[config.mk]
export PLATFORM = sky130hd
export DESIGN_NAME = lfsr_rng_flat
export DESIGN_NICKNAME = d
export VERILOG_FILES = /design/src/rtl/lfsr_rng_pkg.sv /design/src/rtl/lfsr_rng_if.sv /design/src/rtl/lfsr_core.sv /design/src/rtl/lfsr_rng.sv /design/src/flat_wrapper.sv
export SDC_FILE = /design/constraint.sdc
export NUM_CORES = 1
export LEC_CHECK = 0
export CAP_MARGIN = 20
export CORE_AREA = 2 2 73 75
export DETAILED_ROUTE_END_ITERATION = 10
export DIE_AREA = 0 0 75 77
export GPL_ROUTABILITY_DRIVEN = 0
export PLACE_DENSITY_LB_ADDON = 0.1
export SLEW_MARGIN = 15
export SYNTH_ARGS = -nofsm -noshare
export SYNTH_HDL_FRONTEND = slang
export SYNTH_SLANG_ARGS = --single-unit
[constraint.sdc]
create_clock -name clk -period 3.8 [get_ports clk]
set_input_delay 0.95 -clock clk [delete_from_list [all_inputs] [get_ports clk]]
set_output_delay 0.95 -clock clk [all_outputs]
set_load 0.005 [all_outputs]
[src/rtl/lfsr_rng_pkg.sv]
// lfsr_rng_pkg: shared tap constants, default seed, control states and range-mask helper.
package lfsr_rng_pkg;
    localparam logic [7:0]  TAPS_8          = 8'hB8;
    localparam logic [15:0] TAPS_16         = 16'hB400;
    localparam logic [23:0] TAPS_24         = 24'hE10000;
    localparam logic [31:0] TAPS_32         = 32'h80200003;
    localparam logic [15:0] DEFAULT_SEED_16 = 16'hACE1;
    typedef enum logic [1:0] {ST_RUN, ST_HOLD, ST_LOAD} state_e;
    // Smear the top set bit downward: smallest 2^k-1 covering r (0 stays 0).
    function automatic logic [31:0] range_mask(input logic [31:0] r);
        logic [31:0] m;
        m = r;
        m = m | (m >> 1);
        m = m | (m >> 2);
        m = m | (m >> 4);
        m = m | (m >> 8);
        m = m | (m >> 16);
        return m;
    endfunction
endpackage

[src/rtl/lfsr_rng_if.sv]
// lfsr_rng_if: control inputs and valid/ready result port of the random source.
interface lfsr_rng_if #(
    parameter int WIDTH = 16,
    parameter int OUT_W = 8
);
    logic             en;
    logic             seed_load;
    logic [WIDTH-1:0] seed;
    logic [OUT_W-1:0] range_max;
    logic             out_ready;
    logic             out_valid;
    logic [OUT_W-1:0] rand_out;
    logic             seed_zero;
    logic             rej_fallback;
    modport master (
        output en, seed_load, seed, range_max, out_ready,
        input  out_valid, rand_out, seed_zero, rej_fallback
    );
    modport slave (
        input  en, seed_load, seed, range_max, out_ready,
        output out_valid, rand_out, seed_zero, rej_fallback
    );
endinterface

[src/rtl/lfsr_core.sv]
// lfsr_core: Fibonacci LFSR state with seed loading and zero-state substitution.
module lfsr_core #(
    parameter int               WIDTH        = 16,
    parameter logic [WIDTH-1:0] TAPS         = 16'hB400,
    parameter logic [WIDTH-1:0] DEFAULT_SEED = 16'hACE1
) (
    input  logic             clk,
    input  logic             rst_n,
    input  logic             step,
    input  logic             load,
    input  logic [WIDTH-1:0] seed,
    output logic [WIDTH-1:0] state
);
    logic [WIDTH-1:0] r_state;
    logic [WIDTH-1:0] w_shift;
    assign w_shift = {r_state[WIDTH-2:0], ^(r_state & TAPS)};
    assign state   = r_state;
    always_ff @(posedge clk or negedge rst_n) begin
        if (!rst_n)
            r_state <= DEFAULT_SEED;
        else if (load)
            r_state <= (seed == '0) ? DEFAULT_SEED : seed;
        else if (step)
            r_state <= (w_shift == '0) ? DEFAULT_SEED : w_shift;
    end
endmodule

[src/rtl/lfsr_rng.sv]
// lfsr_rng: LFSR random source with bounded-range rejection sampling and a
// one-entry valid/ready output register.
module lfsr_rng
    import lfsr_rng_pkg::*;
#(
    parameter int               WIDTH        = 16,
    parameter logic [WIDTH-1:0] TAPS         = TAPS_16,
    parameter int               OUT_W        = 8,
    parameter logic [WIDTH-1:0] DEFAULT_SEED = DEFAULT_SEED_16,
    parameter int               REJ_LIMIT    = 4
) (
    input logic       clk,
    input logic       rst_n,
    lfsr_rng_if.slave bus
);
    localparam int RW = $clog2(REJ_LIMIT + 1);
    localparam logic [RW-1:0] REJ_LAST = RW'(REJ_LIMIT - 1);
    logic [WIDTH-1:0] w_lfsr;
    logic [OUT_W-1:0] w_mask, w_cand;
    logic             w_slot_free, w_adv, w_in_range, w_accept, w_fallback, w_produce;
    logic [OUT_W-1:0] r_rand_out;
    logic             r_out_valid, r_seed_zero, r_rej_fallback;
    logic [RW-1:0]    r_rej_cnt;
    state_e           r_state, w_state_nxt;
    lfsr_core #(
        .WIDTH       (WIDTH),
        .TAPS        (TAPS),
        .DEFAULT_SEED(DEFAULT_SEED)
    ) u_core (
        .clk  (clk),
        .rst_n(rst_n),
        .step (w_adv),
        .load (bus.seed_load),
        .seed (bus.seed),
        .state(w_lfsr)
    );
    assign w_slot_free = !r_out_valid || bus.out_ready;
    assign w_adv       = bus.en && w_slot_free && !bus.seed_load;
    assign w_mask      = OUT_W'(range_mask(32'(bus.range_max)));
    assign w_cand      = w_lfsr[OUT_W-1:0] & w_mask;
    assign w_in_range  = w_cand <= bus.range_max;
    assign w_accept    = w_adv && w_in_range;
    assign w_fallback  = w_adv && !w_in_range && (r_rej_cnt == REJ_LAST);
    assign w_produce   = w_accept || w_fallback;
    always_ff @(posedge clk or negedge rst_n) begin
        if (!rst_n) begin
            r_rand_out     <= '0;
            r_out_valid    <= 1'b0;
            r_rej_cnt      <= '0;
            r_seed_zero    <= 1'b0;
            r_rej_fallback <= 1'b0;
        end else begin
            r_seed_zero    <= bus.seed_load && (bus.seed == '0);
            r_rej_fallback <= w_fallback;
            if (bus.seed_load) begin
                r_out_valid <= 1'b0;
                r_rej_cnt   <= '0;
            end else if (w_produce) begin
                // cand <= 2*range_max+1 here, so the wrap lands inside 0..range_max
                r_rand_out  <= w_accept ? w_cand : w_cand - bus.range_max - 1'b1;
                r_out_valid <= 1'b1;
                r_rej_cnt   <= '0;
            end else begin
                if (w_adv)
                    r_rej_cnt <= r_rej_cnt + 1'b1;
                if (bus.out_ready)
                    r_out_valid <= 1'b0;
            end
        end
    end
    always_ff @(posedge clk or negedge rst_n) begin
        if (!rst_n)
            r_state <= ST_RUN;
        else
            r_state <= w_state_nxt;
    end
    always_comb begin
        w_state_nxt = r_state;
        if (bus.seed_load)
            w_state_nxt = ST_LOAD;
        else if (w_produce && !bus.out_ready)
            w_state_nxt = ST_HOLD;
        else if (r_state != ST_HOLD || bus.out_ready)
            w_state_nxt = ST_RUN;
    end
    assign bus.out_valid    = r_out_valid;
    assign bus.rand_out     = r_rand_out;
    assign bus.seed_zero    = r_seed_zero;
    assign bus.rej_fallback = r_rej_fallback;
endmodule

[src/flat_wrapper.sv]
// flat-port wrapper written by rule: the top's interface ports become plain ports
module lfsr_rng_flat import lfsr_rng_pkg::*;
#(
    parameter int               WIDTH        = 16,
    parameter logic [WIDTH-1:0] TAPS         = TAPS_16,
    parameter int               OUT_W        = 8,
    parameter logic [WIDTH-1:0] DEFAULT_SEED = DEFAULT_SEED_16,
    parameter int               REJ_LIMIT    = 4
)
  (clk, rst_n, bus_en, bus_seed_load, bus_seed, bus_range_max, bus_out_ready, bus_out_valid, bus_rand_out, bus_seed_zero, bus_rej_fallback);
  lfsr_rng_if #(.WIDTH(WIDTH), .OUT_W(OUT_W)) bus_i ();
  input logic clk;
  input logic rst_n;
  input wire logic [$bits(bus_i.en)-1:0] bus_en;
  input wire logic [$bits(bus_i.seed_load)-1:0] bus_seed_load;
  input wire logic [$bits(bus_i.seed)-1:0] bus_seed;
  input wire logic [$bits(bus_i.range_max)-1:0] bus_range_max;
  input wire logic [$bits(bus_i.out_ready)-1:0] bus_out_ready;
  output wire logic [$bits(bus_i.out_valid)-1:0] bus_out_valid;
  output wire logic [$bits(bus_i.rand_out)-1:0] bus_rand_out;
  output wire logic [$bits(bus_i.seed_zero)-1:0] bus_seed_zero;
  output wire logic [$bits(bus_i.rej_fallback)-1:0] bus_rej_fallback;
  assign bus_i.en = bus_en;
  assign bus_i.seed_load = bus_seed_load;
  assign bus_i.seed = bus_seed;
  assign bus_i.range_max = bus_range_max;
  assign bus_i.out_ready = bus_out_ready;
  assign bus_out_valid = bus_i.out_valid;
  assign bus_rand_out = bus_i.rand_out;
  assign bus_seed_zero = bus_i.seed_zero;
  assign bus_rej_fallback = bus_i.rej_fallback;
  lfsr_rng #(.WIDTH(WIDTH), .TAPS(TAPS), .OUT_W(OUT_W), .DEFAULT_SEED(DEFAULT_SEED), .REJ_LIMIT(REJ_LIMIT)) u_core (.clk(clk), .rst_n(rst_n), .bus(bus_i));
endmodule
==> flow_summary.ini <==
[run_status]
outcome = finished clean

[power_and_ir_drop]
total_leakage_power_nw = 1.18
max-vdd-ir-drop_mv = 0.236
pwr_density_cell_nw_per_um2 = 384

[worst_setup_path]
worst_r2r_startpoint = u_core.u_core.state[5]$_DFFE_PN1P_
r2r.worst_path.cells = 7
critPathArrivalTime_ps = 3770
critical_path_required_ps = 3960
cp-start-kind = input pin
critical_path_cell_by_cell = clkdlybuf4s50_1, nor4_4, nand2_1, o41ai_2, inv_1, ha_1, fa_1, a211oi_1, o21bai_1, a21oi_1, xnor2_1, a221o_1
register_to_register_setup_slack_ps = 1470
critical_path.reg2reg.endpoint = u_core.bus.rand_out[4]$_DFFE_PN0P_
criticalPathCategory = in -> reg
stage_delay_of_the_slowest_cell_on_the_critical_path_ps = 460
critical-path-slowest-cell = sky130_fd_sc_hd__clkdlybuf4s50_1
worst_setup_path_end_kind = flop
timing.critical_path.fanout_max = 3

[detailed_routing]
wire_per_inst_um = 15.2
wl_um = 5010
drc = 0
first_pass_detailed_route_iteration_total = 7
route.detailed.vias_per_inst = 5.35
drt-initial-drc-count = 130
antenna_violating_nets_left = 0
via_count = 1759

[synth]
synth-warning-count = 0
synth.yosys.seq_area_share_pct = 39.6
syn-num-nets = 230
ys_flop_type = sky130_fd_sc_hd__dfrtp_1
synthesis.area_per_instance_um2 = 10.1
syn_area_um2 = 1920
syn_inst = 190
yosys_register_bits = 30
ys_async_sr_fraction_pct = 100
ys_types = 50
synth_edf_count = 0

[sta]
transition_at_the_pin_with_the_smallest_max_transition_slack_ps = 871
skew_ps = 7.26
setup_viol = 0
fmax_mhz = 276
timing.final.max_slew_violations = 0
final_period_minus_worst_setup_slack_ps = 3620
fin_tns_setup_ps = 0
timing.final.crit_share_pct = 95.2
maxSlewHeadroom_pct = 42.0
final_hold_viol_count = 0

[global_route]
wire_length_of_the_first_global_routing_pass_um = 8450
number_of_antenna_violations_at_the_first_check_in_global_routing = 0
first_global_vias = 1766
grtUsageMet2_pct = 28.0
global_route_track_usage_on_met3_pct = 3.68
grt_use_met1_pct = 27.6
grt_usage_pct = 18.7
gr-total-overflow = 0
grt_start_max_net_pins = 31
globalRoute.busiestLayer = met2

[clock_tree]
worst_setup_hold_path_clk_slew_ps = 60
clk-insertion-delay-late_ps = 280
clock_tree_buffer_depth = 2
cts_inserted_buffers = 5
clkSinkCount = 30
h-tree-depth = 2
cts_tree = yes
cts_root_buffer = sky130_fd_sc_hd__clkbuf_8

[min_path]
worst_hold_path.endpoint = u_core.r_rej_cnt[2]$_DFFE_PN0P_
hold_start = u_core.r_rej_cnt[2]$_DFFE_PN0P_
hold_path.class = reg -> reg
holdPathStages = 2

[placed_design]
hpwl_after_dpl_um = 3900
place_inst = 320
placement.cell_area_um2 = 2580
port_buffer_cells = 39

[cells_and_area]
final_util_pct = 54.1
insertedDiodeCount = 0
area_growth_syn_to_layout_pct = 40.2
post_layout_nonfiller_instances = 329
layout-drive-gt1-share_pct = 23.6
finalInstanceArea_um2 = 2690
final_nets = 298
most_common_library_cell_in_the_layout_ignoring_fill_and_taps = sky130_fd_sc_hd__clkdlybuf4s50_1
mostFrequentLayoutCells = 39 x sky130_fd_sc_hd__clkdlybuf4s50_1, 28 x sky130_fd_sc_hd__buf_4, 22 x sky130_fd_sc_hd__dfrtp_1

[die]
fp.dieW_um = 75
initial_core_utilization_pct = 38.6
num_rows = 26
die_area_um2 = 5780
die-height_um = 77
core-area_um2 = 4980
io_pins = 40

[run]
cap_violations = 0
critical path, delay by kind of cell:
kind / cells / cell delay (ps)
xor gates and xnor gates: 1 / 80
AOI/OAI and AO/OA: 5 / 1070
adders and majority gates: 2 / 640
buffers and inverters: 2 / 570
and+or+nand+nor: 2 / 470
per-stage QoR:
stage	hold WS, ps	setup WS (ps)	total power [W]
after floorplan	449	503	0.000600
after global placement	466	-183	0.000777
after detailed placement	485	-220	0.000778
after CTS	498	50.7	0.00104
after global routing	519	-1.94	0.00110
final	491	182	0.00103
cells in the mapped netlist, types with 3 or more instances:
cell,instances,area share [%]
sky130_fd_sc_hd__nor2_1,3,0.59
sky130_fd_sc_hd__dfrtp_1,22,29
sky130_fd_sc_hd__a21o_1,3,1.2
sky130_fd_sc_hd__a2bb2oi_1,5,2.3
sky130_fd_sc_hd__o22ai_1,4,1.3
sky130_fd_sc_hd__o21ai_0,11,2.9
sky130_fd_sc_hd__o31a_1,3,1.4
sky130_fd_sc_hd__nand3_1,10,2.6
sky130_fd_sc_hd__nand2b_1,3,0.98
sky130_fd_sc_hd__inv_1,18,3.5
sky130_fd_sc_hd__a22oi_1,8,3.1
sky130_fd_sc_hd__a21oi_1,7,1.8
sky130_fd_sc_hd__dfstp_2,8,11
sky130_fd_sc_hd__a222oi_1,8,4.2
sky130_fd_sc_hd__nor3_1,3,0.78
sky130_fd_sc_hd__nor4_1,5,1.6
sky130_fd_sc_hd__nand2_1,6,1.2
sky130_fd_sc_hd__clkbuf_1,6,1.2
sky130_fd_sc_hd__xnor2_1,6,2.7
sky130_fd_sc_hd__nor2b_1,3,0.98
sky130_fd_sc_hd__ha_1,10,6.5
worst max path at each step:
stage	startpoint	end	slack (ps)	depth (start not counted)
6_report	bus_range_max[4]	u_core.bus.rand_out[6]$_DFFE_PN0P_	180	12
5_1_grt	bus_range_max[4]	u_core.bus.rand_out[6]$_DFFE_PN0P_	-2	12
4_1_cts	bus_range_max[7]	u_core.bus.rand_out[6]$_DFFE_PN0P_	50	12
3_5_place_dp	bus_range_max[7]	u_core.bus.rand_out[6]$_DFFE_PN0P_	-220	12
3_3_place_gp	bus_range_max[7]	u_core.bus.rand_out[6]$_DFFE_PN0P_	-180	12
2_1_floorplan	bus_range_max[7]	u_core.bus.rand_out[6]$_DFFE_PN0P_	500	11
logic make-up after synthesis:
logic type      Yosys count  synth area share [%]
compound gates           70                  30.4
simple gates             47                  14.1
flops                    30                  39.6
buf+inv                  24                  4.69
fa+ha+maj                11                  7.55
xor+xnor                  8                  3.65
cell type report:
| cell class | count | area, µm² |
|---|---|---|
| timing repair buffer | 67 | 601 |
| multi-input combinational | 136 | 1090 |
| tap | 70 | 87.6 |
| fill | 478 | 2280 |
| sequential | 30 | 761 |
| clock inverter | 1 | 5.00 |
| inverter | 18 | 67.6 |
| clock buffer | 7 | 86.3 |
what timing repair did:
item | CTS | global route
gates resized for setup | 0 | 2
setup endpoints to repair | 0 | 11
setup buffers | 0 | 1
hold buffers | 0 | 0
report_power, final:
part | internal, W | switching, W
sequential | 0.000373 | 0.0000385
combinational | 0.000208 | 0.000156
clock | 0.000146 | 0.000113
total | 0.000726 | 0.000308
state kept, by name, summed over array words and instances (netlist names):
signal                   count
u_core.bus.rand_out          8
u_core.bus.out_valid         1
u_core.bus.rej_fallback      1
u_core.r_rej_cnt             3
u_core.bus.seed_zero         1
u_core.u_core.state         16
per-layer routing:
layer	wire, µm	part of all wire, %
met5	0	0
met4	59	1.2
met3	193	3.9
met1	2390	48
met2	2370	47
Power figures use the tool's default switching activity.
